$ cat config.mk
export PLATFORM = sky130hd
export DESIGN_NAME = wb_source_ctrl_flat
export DESIGN_NICKNAME = d
export VERILOG_FILES = /design/src/rtl/wb_pkg.sv /design/src/rtl/wb_source_ctrl_if.sv /design/src/rtl/wb_timeout_cnt.sv /design/src/rtl/wb_source_ctrl.sv /design/src/flat_wrapper.sv
export SDC_FILE = /design/constraint.sdc
export NUM_CORES = 1
export LEC_CHECK = 0
export BUFFER_PORTS_ARGS = -buffer_cell sky130_fd_sc_hd__buf_2
export CAP_MARGIN = 20
export CORE_UTILIZATION = 30
export CTS_CLUSTER_SIZE = 16
export DETAILED_ROUTE_END_ITERATION = 8
export SLEW_MARGIN = 20
export SYNTH_ARGS = -nofsm -noshare
export SYNTH_HDL_FRONTEND = slang
export SYNTH_HIERARCHICAL = 1
export SYNTH_SLANG_ARGS = --single-unit
$ cat constraint.sdc
create_clock -name clk -period 1.7 [get_ports clk]
set_input_delay 0.085 -clock clk [delete_from_list [all_inputs] [get_ports clk]]
set_output_delay 0.085 -clock clk [all_outputs]
set_load 0.02 [all_outputs]
$ cat src/rtl/wb_pkg.sv
// rtl/wb_pkg.sv - shared writeback source codes, register address width and FSM states
package wb_pkg;

  localparam int REG_AW = 4;
  localparam int SRC_W  = 3;

  typedef enum logic [SRC_W-1:0] {
    SRC_NONE   = 3'b000,
    SRC_ALU    = 3'b001,
    SRC_MEM    = 3'b010,
    SRC_IMM    = 3'b011,
    SRC_PARITY = 3'b100
  } wb_src_e;

  typedef enum logic [1:0] {
    ST_IDLE,
    ST_WRITE,
    ST_WAIT_MEM
  } wb_state_e;

  // Sources whose data is already on the mux input when the request arrives.
  function automatic logic src_is_direct(input logic [SRC_W-1:0] src);
    return (src == SRC_ALU) || (src == SRC_IMM) || (src == SRC_PARITY);
  endfunction

  function automatic logic src_is_illegal(input logic [SRC_W-1:0] src);
    return src > SRC_PARITY;
  endfunction

endpackage

$ cat src/rtl/wb_source_ctrl_if.sv
// rtl/wb_source_ctrl_if.sv - request, memory-valid and register-write signals of the writeback controller
interface wb_source_ctrl_if;
  import wb_pkg::*;

  logic              req_valid;
  logic [SRC_W-1:0]  req_src;
  logic [REG_AW-1:0] req_rd;
  logic              req_ready;
  logic              mem_valid;
  logic [SRC_W-1:0]  wb_sel;
  logic              reg_we;
  logic [REG_AW-1:0] reg_waddr;
  logic              wb_err;

  modport master (
    output req_valid, req_src, req_rd, mem_valid,
    input  req_ready, wb_sel, reg_we, reg_waddr, wb_err
  );

  modport slave (
    input  req_valid, req_src, req_rd, mem_valid,
    output req_ready, wb_sel, reg_we, reg_waddr, wb_err
  );

endinterface

$ cat src/rtl/wb_timeout_cnt.sv
// rtl/wb_timeout_cnt.sv - WAIT_MEM cycle counter; expire is high during the LIMIT-th enabled cycle
module wb_timeout_cnt #(
  parameter int LIMIT = 15
) (
  input  logic clk,
  input  logic rst_n,
  input  logic clear_i,
  input  logic enable_i,
  output logic expire_o
);

  logic [7:0] count_q, count_d;

  assign expire_o = enable_i && (count_q == 8'(LIMIT - 1));

  always_comb begin
    count_d = count_q;
    if (clear_i) begin
      count_d = '0;
    end else if (enable_i && !expire_o) begin
      count_d = count_q + 8'd1;
    end
  end

  always_ff @(posedge clk or negedge rst_n) begin
    if (!rst_n) begin
      count_q <= '0;
    end else begin
      count_q <= count_d;
    end
  end

endmodule

$ cat src/rtl/wb_source_ctrl.sv
// rtl/wb_source_ctrl.sv - writeback source controller: selects the register-input mux and issues one write per request
// Define WB_SRC_TIMEOUT_EN to abort WAIT_MEM after MEM_TIMEOUT cycles without mem_valid.
module wb_source_ctrl
  import wb_pkg::*;
#(
  parameter int MEM_TIMEOUT = 15
) (
  input logic               clk,
  input logic               rst_n,
  wb_source_ctrl_if.slave   bus
);

  if (MEM_TIMEOUT < 1 || MEM_TIMEOUT > 255) begin : g_bad_timeout
    $error("wb_source_ctrl: MEM_TIMEOUT must be in 1..255");
  end

  wb_state_e         state_q, state_d;
  logic [SRC_W-1:0]  src_q, src_d;
  logic [REG_AW-1:0] waddr_q, waddr_d;
  logic              err_q, err_d;
  logic              accept;
  logic              timeout_exp;

  assign accept = bus.req_valid && (state_q == ST_IDLE);

`ifdef WB_SRC_TIMEOUT_EN
  logic cnt_clear;
  assign cnt_clear = accept && (bus.req_src == SRC_MEM);

  wb_timeout_cnt #(
    .LIMIT (MEM_TIMEOUT)
  ) u_timeout (
    .clk      (clk),
    .rst_n    (rst_n),
    .clear_i  (cnt_clear),
    .enable_i (state_q == ST_WAIT_MEM),
    .expire_o (timeout_exp)
  );
`else
  assign timeout_exp = 1'b0;
`endif

  always_comb begin
    state_d       = state_q;
    src_d         = src_q;
    waddr_d       = waddr_q;
    err_d         = 1'b0;
    bus.req_ready = 1'b0;
    bus.wb_sel    = SRC_NONE;
    bus.reg_we    = 1'b0;

    case (state_q)
      ST_IDLE: begin
        bus.req_ready = 1'b1;
        if (accept) begin
          src_d   = bus.req_src;
          waddr_d = bus.req_rd;
          if (src_is_direct(bus.req_src)) begin
            state_d = ST_WRITE;
          end else if (bus.req_src == SRC_MEM) begin
            state_d = ST_WAIT_MEM;
          end else if (src_is_illegal(bus.req_src)) begin
            err_d = 1'b1;
          end
        end
      end
      ST_WRITE: begin
        bus.wb_sel = src_q;
        bus.reg_we = 1'b1;
        state_d    = ST_IDLE;
      end
      ST_WAIT_MEM: begin
        bus.wb_sel = src_q;
        bus.reg_we = bus.mem_valid;
        // Data arriving on the expiry cycle still wins over the timeout.
        if (bus.mem_valid) begin
          state_d = ST_IDLE;
        end else if (timeout_exp) begin
          state_d = ST_IDLE;
          err_d   = 1'b1;
        end
      end
      default: begin
        state_d = ST_IDLE;
      end
    endcase
  end

  assign bus.reg_waddr = waddr_q;
  assign bus.wb_err    = err_q;

  always_ff @(posedge clk or negedge rst_n) begin
    if (!rst_n) begin
      state_q <= ST_IDLE;
      src_q   <= '0;
      waddr_q <= '0;
      err_q   <= 1'b0;
    end else begin
      state_q <= state_d;
      src_q   <= src_d;
      waddr_q <= waddr_d;
      err_q   <= err_d;
    end
  end

endmodule

$ cat src/flat_wrapper.sv
// flat-port wrapper written by rule: the top's interface ports become plain ports
module wb_source_ctrl_flat import wb_pkg::*;
#(
  parameter int MEM_TIMEOUT = 15
)
  (clk, rst_n, bus_req_valid, bus_req_src, bus_req_rd, bus_mem_valid, bus_req_ready, bus_wb_sel, bus_reg_we, bus_reg_waddr, bus_wb_err);
  wb_source_ctrl_if bus_i ();
  input logic clk;
  input logic rst_n;
  input wire logic [$bits(bus_i.req_valid)-1:0] bus_req_valid;
  input wire logic [$bits(bus_i.req_src)-1:0] bus_req_src;
  input wire logic [$bits(bus_i.req_rd)-1:0] bus_req_rd;
  input wire logic [$bits(bus_i.mem_valid)-1:0] bus_mem_valid;
  output wire logic [$bits(bus_i.req_ready)-1:0] bus_req_ready;
  output wire logic [$bits(bus_i.wb_sel)-1:0] bus_wb_sel;
  output wire logic [$bits(bus_i.reg_we)-1:0] bus_reg_we;
  output wire logic [$bits(bus_i.reg_waddr)-1:0] bus_reg_waddr;
  output wire logic [$bits(bus_i.wb_err)-1:0] bus_wb_err;
  assign bus_i.req_valid = bus_req_valid;
  assign bus_i.req_src = bus_req_src;
  assign bus_i.req_rd = bus_req_rd;
  assign bus_i.mem_valid = bus_mem_valid;
  assign bus_req_ready = bus_i.req_ready;
  assign bus_wb_sel = bus_i.wb_sel;
  assign bus_reg_we = bus_i.reg_we;
  assign bus_reg_waddr = bus_i.reg_waddr;
  assign bus_wb_err = bus_i.wb_err;
  wb_source_ctrl #(.MEM_TIMEOUT(MEM_TIMEOUT)) u_core (.clk(clk), .rst_n(rst_n), .bus(bus_i));
endmodule
Word level (Yosys, flattened, before mapping)
Index checks and enable logic that the tools add are counted.
{ "word_totals": {"register_bits": 10, "input_bits": 11} }
{ "op_classes": {"n_lt_le_gt_ge": 1, "n_eq_ne": 9, "muxes": 13, "n_reduce_logical": 7} }
{ "ops": {"columns": ["op", "count"], "rows": [
  ["$mux W2", 4],
  ["$eq A3 B2 Y1 const B", 2],
  ["$mux W1", 6],
  ["$pmux W2 S2", 1],
  ["$eq A3 B1 Y1 const B", 1],
  ["$eq A3 B3 Y1 const B", 1],
  ["$gt A3 B3 Y1 const B", 1],
  ["$mux W3", 1],
  ["$ne A3 B3 Y1 const B", 1],
  ["$reduce_and A3 Y1", 1],
  ["$eq A2 B1 Y1 const B", 1],
  ["$eq A2 B2 Y1 const B", 1],
  ["$logic_not A2 Y1", 1],
  ["$logic_or A1 B1 Y1", 2],
  ["$ne A2 B1 Y1 const B", 1],
  ["$ne A2 B2 Y1 const B", 1],
  ["$pmux W1 S2", 1],
  ["$reduce_and A2 Y1", 1],
  ["$reduce_or A2 Y1", 1],
  ["$logic_and A1 B1 Y1", 1]
]} }

Logic depth before layout (Yosys ltp)
Gate-level depths: netlist of run 1.
{ "depth": {"depth_word": 6, "ltp_mapped": 6} }

Worst setup path before layout of run 1
Ideal clock, no wire load.
{ "synth_path": {"kind": "register to register", "startpoint": "register u_core.state_q[0]", "endpoint": "register u_core.state_q[0]", "arrival_ps": 1576, "required_ps": 1629, "setup_slack_ps": 53, "path_stages_with_launch": 7, "path_buffers": 1, "period_less_slack_ps": 1647, "path_cell_list": "dfrtp_1 inv_1 ha_1 buf_6 nor2b_4 or4b_1 nand4_1"} }
{ "synth_via": {"elab_chain_cells": 4, "word_cells_on_any_way": 8, "cone_classes": "4 x eq/ne; 1 x mux; 3 x reduce/logical"} }
{ "synth_rtl": {"columns": ["item", "line", "source"], "rows": [
  ["from (decl)", "wb_source_ctrl.sv:17", "wb_state_e state_q, state_d;"],
  ["from (signal assigned)", "wb_source_ctrl.sv:99", "state_q <= state_d;"],
  ["$logic_not A2 Y1", "wb_source_ctrl.sv:24, wb_source_ctrl.sv:52", null],
  ["$logic_and A1 B1 Y1", "wb_source_ctrl.sv:24", "assign accept = bus.req_valid && (state_q == ST_IDLE);"],
  ["$ne A2 B1 Y1 (no source line)", null, null],
  ["$reduce_and A3 Y1 (no source line)", null, null]
]} }
Parallel ways exist; a longest one is shown, timed or not.
A chain may end at the register's enable or synchronous reset.

Final worst setup path of run 1
Same ends and word-level chain as after synthesis.

==> results of run 1 <==
## path summary, 6_finish.rpt
check	cells after the start	slack, ps	to
worst max-delay path	5	110	u_core/state_q[0]
worst min-delay path	2	60	u_core/bus.reg_waddr[2]
worst max register to register	5	110	u_core/state_q[0]
worst min register to register	2	470	u_core/src_q[1]
max in group asynchronous	2	1290	u_core/state_q[0]
min in group asynchronous	2	220	u_core/bus.wb_err
## Yosys cell counts
library cell  number
mux2_2             6
dfrtp_1           10
o21a_1             1
nor4_1             1
or3_1              1
a21oi_1            1
nor2_1             2
or2_2              1
nand4_1            1
buf_6              1
o21ai_0            3
a311o_1            1
nand2_1            5
nor2b_1            2
o211ai_1           1
nand3b_1           1
and2_1             3
inv_1              3
or4b_1             1
nor2b_4            1
ha_1               3
## registers in the layout (all words and copies together), names as in the netlist
name / cells
u_core/bus.reg_waddr: 4
u_core/src_q: 3
u_core/state_q: 2
u_core/bus.wb_err: 1
## what timing repair did
action                                  CTS  global route
setup buffers                             0             0
endpoints found under the setup margin    0             0
resized for setup                         0             0
endpoints found under the hold margin    10             0
hold buffers                              1             0
## power by group through the flow
stage / clock (W) / sequential [W] / combinational, W
after floorplan: 0 / 0.000470 / 0.000461
after global placement: 0 / 0.000407 / 0.000685
after detailed placement: 0 / 0.000413 / 0.000699
after CTS: 0.000161 / 0.000412 / 0.000701
after global routing: 0.000176 / 0.000426 / 0.000755
final: 0.000151 / 0.000410 / 0.000688
## stage by stage
| step | area [sq um] | std cells | utilization | total power [W] |
|---|---|---|---|---|
| finish | 688 | 96 | 0.432 | 0.00125 |
| global route | 688 | 96 | 0.432 | 0.00136 |
| CTS | 688 | 96 | 0.432 | 0.00127 |
| detailed placement | 656 | 92 | 0.411 | 0.00111 |
| global placement | 656 | 92 | 0.411 | 0.00109 |
| floorplan | 537 | 49 | - | 0.000931 |
## final cells by class
class	count	area [sq um]	area share
multi-input combinational	35	264	0.384
sequential	10	250	0.364
clock buffer	3	22.5	0.0327
timing repair buffer	21	110	0.160
tap	24	30.0	0.0436
inverter	3	11.3	0.0164
## layer usage
metal | global-route usage | part of all wire
met3 | 0.0449 | 0.085
met5 | 0 | 0
met4 | 0.0727 | 0
met1 | 0.150 | 0.47
met2 | 0.203 | 0.44
## cells by family (layout without fill, tap and decap cells)
kind of cell / count (synthesis) / after routing / share of synthesized area
simple gates: 19 / 19 / 0.212
flops: 10 / 10 / 0.466
compound gates: 7 / 7 / 0.0839
mux: 6 / 6 / 0.126
buf+inv: 4 / 27 / 0.0420
fa+ha+maj: 3 / 3 / 0.0699
## worst max-delay path, cell delays in order, from the launching register on
cell     delay [ps]
dfrtp_1         380
inv_1            70
ha_1            290
nor2b_4         170
or4b_1          500
nand4_1         100
==> impl_results.md, run 1 <==
- IO Count: 21
- Width of the die: 44.3 um
- Share of cells above drive strength 1: 0.431
- Critical Path Sink Type: flop
- Area delta synth->final: 28.2%
- Antenna violations before repair: 0
- Clock network power share: 0.121
- Hold Startpoint: bus_req_rd[2]
- DR iter-0 viols: 3
- CTS max path bufs: 2
- Leak: 0.341 nW
- GR Overflow Total: 0
- Skew-Pair Late Insertion Delay: 250 ps
- Final Max Slew Viols: 0
- CP max FO: 8
- Syn. warnings: 6
- Worst Max-Slew Pin Slew: 349 ps
- Worst Setup Slack post-DPL: 105 ps
- FILL cells: 174
- Nets: 88
- RSZ-0062 raised after global routing: no
- Combinational Power Share: 0.551
- Min cycle time layout: 1590 ps
- FMAX: 628 MHz
- First-pass GRT wire length: 1790 um
- Biggest area consumer among synthesized cells: dfrtp_1
- ANT nets after route: 0
- Post-DP HPWL: 801 um
- Setup TNS: 0 ps
- Most common cell after layout, fill and taps aside: buf_2
- TritonCTS buffer count: 3
- Remaining DRCs: 0
- Slew HR: 0.767
- Vias in the first global route: 445
- Syn Area/Cell: 11.0 sq um
- H-tree Lvls: 1
- Post-Route WL: 1000 um
- Via count: 440
- Setup violators final: 0
- Chip height: 44.3 um
- Largest net degree at the start of global routing: 11
- Fin crit share: 0.936
- Syn_nets: 63
- Buffers on Ports: 20
- Hold Crit Class: in2reg
- Crit. Startpoint: u_core/state_q[0]
- P_int: 0.000726 W
- Clk slew on worst S/H paths: 60 ps
- Type of the worst setup path: reg2reg
- Share of the synthesized area in the top cell type: 0.466
- Ranking of synthesized cells by area: dfrtp_1, mux2_2, ha_1, and2_1, nand2_1
- Hold Worst Slack: 57.6 ps
- Seq pwr share: 0.328
- Core area: 0.00159 sq mm
- Post-Synthesis Cell Area: 537 sq um
- Worst R2R Start: u_core/state_q[0]
- CP Data Required Time: 1890 ps
- Root Driver: clkbuf_4
- Most frequent cells in the layout: buf_2, dfrtp_1, mux2_2
- Worst Skew: 0.404 ps
- GP Congestion: 0.656
- Sequential share of the synthesized area: 0.466
- Switching pwr: 0.000523 W
- Drt first pass iters: 2
- Gate count of the mapped netlist: 49
- Die area: 0.00196 sq mm
- Routed WL per cell: 10.4 um
- Max VDD drop: 0.915 mV
- Status: finished, final reports clean
- Via density: 4.58
- Slack of the critical path: 109 ps
- Synth unique cells: 21
- Max_cap viols: 0
- Crit path launch type: flop
- CP arrival: 1780 ps
- Final Hold Viols: 0
- Sw frac: 0.419
- CTS tree: yes
- Initial Util: 0.337
- Total track usage: 0.128
- PD cells: 1820 mW/mm^2
- Yosys reg bits: 10
- Sink Count: 10
- Antenna diode count: 0
- Num rows: 14
(Power assumes the default switching activity.)
==> inputs of run 2 (changes only) <==
--- a/config.mk
+++ b/config.mk
@@ -10,6 +10,7 @@
 export CORE_UTILIZATION = 30
 export CTS_CLUSTER_SIZE = 16
 export DETAILED_ROUTE_END_ITERATION = 8
+export MAX_ROUTING_LAYER = met4
 export SLEW_MARGIN = 20
 export SYNTH_ARGS = -nofsm -noshare
 export SYNTH_HDL_FRONTEND = slang
==> impl_results.md, run 2 (synthesis results as in run 1) <==
- Largest net degree at the start of global routing: 11
- Slew HR: 0.766
- CTS tree: yes
- Worst Max-Slew Pin Slew: 349 ps
- Chip height: 44.3 um
- Combinational Power Share: 0.551
- Antenna violations before repair: 0
- Switching pwr: 0.000523 W
- Hold Crit Class: in2reg
- Worst Skew: 0.404 ps
- Vias in the first global route: 445
- GR Overflow Total: 0
- Final Instance Area: 688 sq um
- RSZ-0062 raised after global routing: no
- Clk slew on worst S/H paths: 60 ps
- Max_cap viols: 0
- CP max FO: 8
- Seq pwr share: 0.328
- Final Max Slew Viols: 0
- GP Congestion: 0.662
- Max FFs per register: 4
- ANT nets after route: 0
- Buffers on Ports: 20
- Reg2reg setup slack: 110 ps
- Initial Util: 0.337
- Post-Route WL: 1000 um
- Status: finished, final reports clean
- Slack of the critical path: 109 ps
- FMAX: 628 MHz
- Fin crit share: 0.936
- Setup TNS: 0 ps
- Area delta synth->final: 28.2%
- CTS max path bufs: 2
- Max VDD drop: 0.915 mV
- Total track usage: 0.132
- Nets: 88
- Final Hold Viols: 0
- Share of cells above drive strength 1: 0.431
- Clock network power share: 0.121
- Remaining DRCs: 0
- CP arrival: 1780 ps
- Post-DP HPWL: 801 um
- P_int: 0.000726 W
- Root Driver: clkbuf_4
- Num rows: 14
- Min cycle time layout: 1590 ps
- Crit path launch type: flop
- Via density: 4.58
- Skew-Pair Late Insertion Delay: 250 ps
- H-tree Lvls: 1
- First-pass GRT wire length: 1790 um
- Core area: 0.00159 sq mm
- Routed WL per cell: 10.4 um
- DR iter-0 viols: 3
- TritonCTS buffer count: 3
- Most frequent cells in the layout: buf_2, dfrtp_1, mux2_2
- Die area: 0.00196 sq mm
- Via count: 440
- IO Count: 21
- Drt first pass iters: 2
- Type of the worst setup path: reg2reg
- Most common cell after layout, fill and taps aside: buf_2
- Worst Setup Slack post-DPL: 105 ps
- Leak: 0.341 nW
- Critical Path Sink Type: flop
- PD cells: 1820 mW/mm^2
- CP Data Required Time: 1890 ps
- Width of the die: 44.3 um
- Placement Cell Area: 656 sq um
- Sink Count: 10
- Sw frac: 0.419
- Post-CTS sizing: 0
- Antenna diode count: 0
- Setup violators final: 0
[run 2: cell counts in the layout (fill, tap and decap cells not counted)]
No cell type changed its count.
[run 2: repair_timing]
action | in CTS | in global routing
buffers inserted | 0 | 0
endpoints found under the hold margin | 10 | 0
hold buffers | 1 | 0
[run 2: power groups by stage]
stage,combinational (W),sequential (W),clock [W]
2_1_floorplan,0.000461,0.000470,0
3_3_place_gp,0.000685,0.000407,0
3_5_place_dp,0.000699,0.000413,0
4_1_cts,0.000701,0.000412,0.000161
5_1_grt,0.000754,0.000426,0.000176
6_report,0.000688,0.000410,0.000151
[run 2: stage by stage]
step / std cells / hold slack [ps] / power (W) / utilization
6_report: 96 / 57.6 / 0.00125 / 0.432
5_1_grt: 96 / 49.4 / 0.00136 / 0.432
4_1_cts: 96 / 46.7 / 0.00127 / 0.432
3_5_place_dp: 92 / -38.5 / 0.00111 / 0.411
3_3_place_gp: 92 / -41.5 / 0.00109 / 0.411
2_1_floorplan: 49 / -211 / 0.000931 / -
[run 2: final timing paths]
| kind | start | to | cells past startpoint |
|---|---|---|---|
| min | bus_req_rd[2] | u_core/bus.reg_waddr[2] | 2 |
| min reg2reg | u_core/src_q[1] | u_core/src_q[1] | 2 |
| max | u_core/state_q[0] | u_core/state_q[0] | 5 |
| max reg2reg | u_core/state_q[0] | u_core/state_q[0] | 5 |
| min in group asynchronous | rst_n | u_core/bus.wb_err | 2 |
| max in group asynchronous | rst_n | u_core/state_q[0] | 2 |
[run 2: metal layers]
metal / part of all wire / global-route usage
met1: 0.47 / 0.153
met2: 0.44 / 0.203
met3: 0.081 / 0.0408
met4: 0 / 0.0727
met5: 0 / -
[run 2: critical path: stages (launching register included)]
cell	delay [ps]
dfrtp_1	380
inv_1	70
ha_1	290
nor2b_4	170
or4b_1	500
nand4_1	100
[run 2: cell type report]
type                    instances  area [sq um]
repair buffers                 21           110
inverters                       3          11.3
multi-input cells              35           264
flip-flops and latches         10           250
well taps                      24          30.0
clock buffers                   3          22.5
fillers                       174           906
==> inputs of run 3 (changes only) <==
--- a/config.mk
+++ b/config.mk
@@ -7,10 +7,12 @@
 export LEC_CHECK = 0
 export BUFFER_PORTS_ARGS = -buffer_cell sky130_fd_sc_hd__buf_2
 export CAP_MARGIN = 20
-export CORE_UTILIZATION = 30
+export CORE_AREA = 2 2 39 41
 export CTS_CLUSTER_SIZE = 16
 export DETAILED_ROUTE_END_ITERATION = 8
+export DIE_AREA = 0 0 41 43
 export MAX_ROUTING_LAYER = met4
+export PLACE_DENSITY = 0.68
 export SLEW_MARGIN = 20
 export SYNTH_ARGS = -nofsm -noshare
 export SYNTH_HDL_FRONTEND = slang
==> impl_results.md, run 3 (synthesis results as in run 1) <==
- CP max-delay cell: or4b_1
- Total track usage: 0.147
- Post-Route WL: 1010 um
- Status: finished, final reports clean
- Skew-Pair Late Insertion Delay: 260 ps
- Critical Path Sink Type: flop
- Post-DP HPWL: 796 um
- Hold Worst Slack: 51.9 ps
- Worst Max-Slew Pin Slew: 277 ps
- # Post-CTS Setup Buffers: 0
- Max_cap viols: 0
- Largest net degree at the start of global routing: 11
- Chip height: 43 um
- CTS tree: yes
- TritonCTS buffer count: 3
- Worst R2R Start: u_core/state_q[0]
- Top cell family by delay on the critical path: simple AND/OR/NAND/NOR gates
- Core area: 0.00138 sq mm
- Routed WL per cell: 11.3 um
- FMAX: 642 MHz
- DR iter-0 viols: 0
- First-pass GRT wire length: 1660 um
- Root Driver: clkbuf_4
- Initial Util: 0.388
- CP Data Required Time: 1900 ps
- Final Max Slew Viols: 0
- Placement Cell Area: 646 sq um
- Final Hold Viols: 0
- Antenna diode count: 0
- Num rows: 14
- Hold Crit Class: in2reg
- Vias in the first global route: 429
- Final Instance Area: 697 sq um
- CP max FO: 8
- Crit path launch type: flop
- Via density: 4.89
- Setup TNS: 0 ps
- Max VDD drop: 0.905 mV
- ANT nets after route: 0
- GR Overflow Total: 0
- Die area: 0.00176 sq mm
- Most common cell after layout, fill and taps aside: buf_2
- Clk slew on worst S/H paths: 70 ps
- H-tree Lvls: 1
- CP arrival: 1750 ps
- Remaining DRCs: 0
- Via count: 435
- PD cells: 1900 mW/mm^2
- Setup violators final: 0
- GP Congestion: 0.716
- Type of the worst setup path: reg2reg
- CTS max path bufs: 2
- Sink Count: 10
- Slew HR: 0.815
- Most frequent cells in the layout: buf_2, dfrtp_1, mux2_2
- Crit. Startpoint: u_core/state_q[0]
- Fin crit share: 0.916
- Worst Path Buf+Inv: 1
- Crit path cell chain: inv_1, ha_2, nor2b_4, or4b_1, nand4_1
- Max FFs per register: 4
- Leak: 0.347 nW
- Min cycle time layout: 1560 ps
- Worst Skew: 3.52 ps
- FILL cells: 139
- Hold Startpoint: bus_req_rd[1]
- Width of the die: 41 um
- Nets: 88
- RSZ-0062 raised after global routing: no
- Area delta synth->final: 29.8%
- IO Count: 21
- Drt first pass iters: 1
- Buffers on Ports: 20
- Antenna violations before repair: 0
- CP max stage delay: 510 ps
- Share of cells above drive strength 1: 0.466
## run 3: report_power, final
group / internal [W] / switching (W)
clock network: 0.000130 / 0.0000804
logic: 0.000306 / 0.000396
registers: 0.000349 / 0.0000592
total: 0.000785 / 0.000535
## run 3: layout make-up
cell class | instances | area [sq um] | share of cell area
Clock buffer | 4 | 36.3 | 0.0521
Inverter | 3 | 11.3 | 0.0162
Multi-Input combinational cell | 35 | 269 | 0.386
Sequential cell | 10 | 250 | 0.359
Tap cell | 16 | 20.0 | 0.0287
Timing Repair Buffer | 21 | 110 | 0.158
## run 3: worst paths after layout
path,endpoint,slack (ps),cells after the start
max in group asynchronous,u_core/state_q[1],1290,2
min,u_core/bus.reg_waddr[1],50,2
max,u_core/state_q[0],140,5
min in group asynchronous,u_core/bus.reg_waddr[1],220,2
max reg2reg,u_core/state_q[0],140,5
min reg2reg,u_core/src_q[1],480,2
## run 3: per-stage QoR
stage / utilization / total power [W] / worst slack [ps] / instances
finish: 0.504 / 0.00132 / 143 / 89
global route: 0.504 / 0.00144 / 77.9 / 89
CTS: 0.500 / 0.00133 / 62.8 / 89
detailed placement: 0.467 / 0.00111 / 75.9 / 84
global placement: 0.467 / 0.00109 / 148 / 84
floorplan: - / 0.000931 / 53.5 / 49
## run 3: timing repair
item / CTS / global route
endpoints found under the setup margin: 0 / 7
hold buffers: 1 / 0
resized for setup: 0 / 2
endpoints found under the hold margin: 10 / 0
## run 3: per-layer routing
layer / vias up / routed length (um) / share of wire / track usage
li1: 215 / - / - / -
met1: 204 / 432 / 0.43 / 0.183
met2: 16 / 520 / 0.51 / 0.225
met3: 0 / 57 / 0.056 / 0.0157
met4: 0 / 0 / 0 / 0.0800
met5: - / 0 / 0 / -
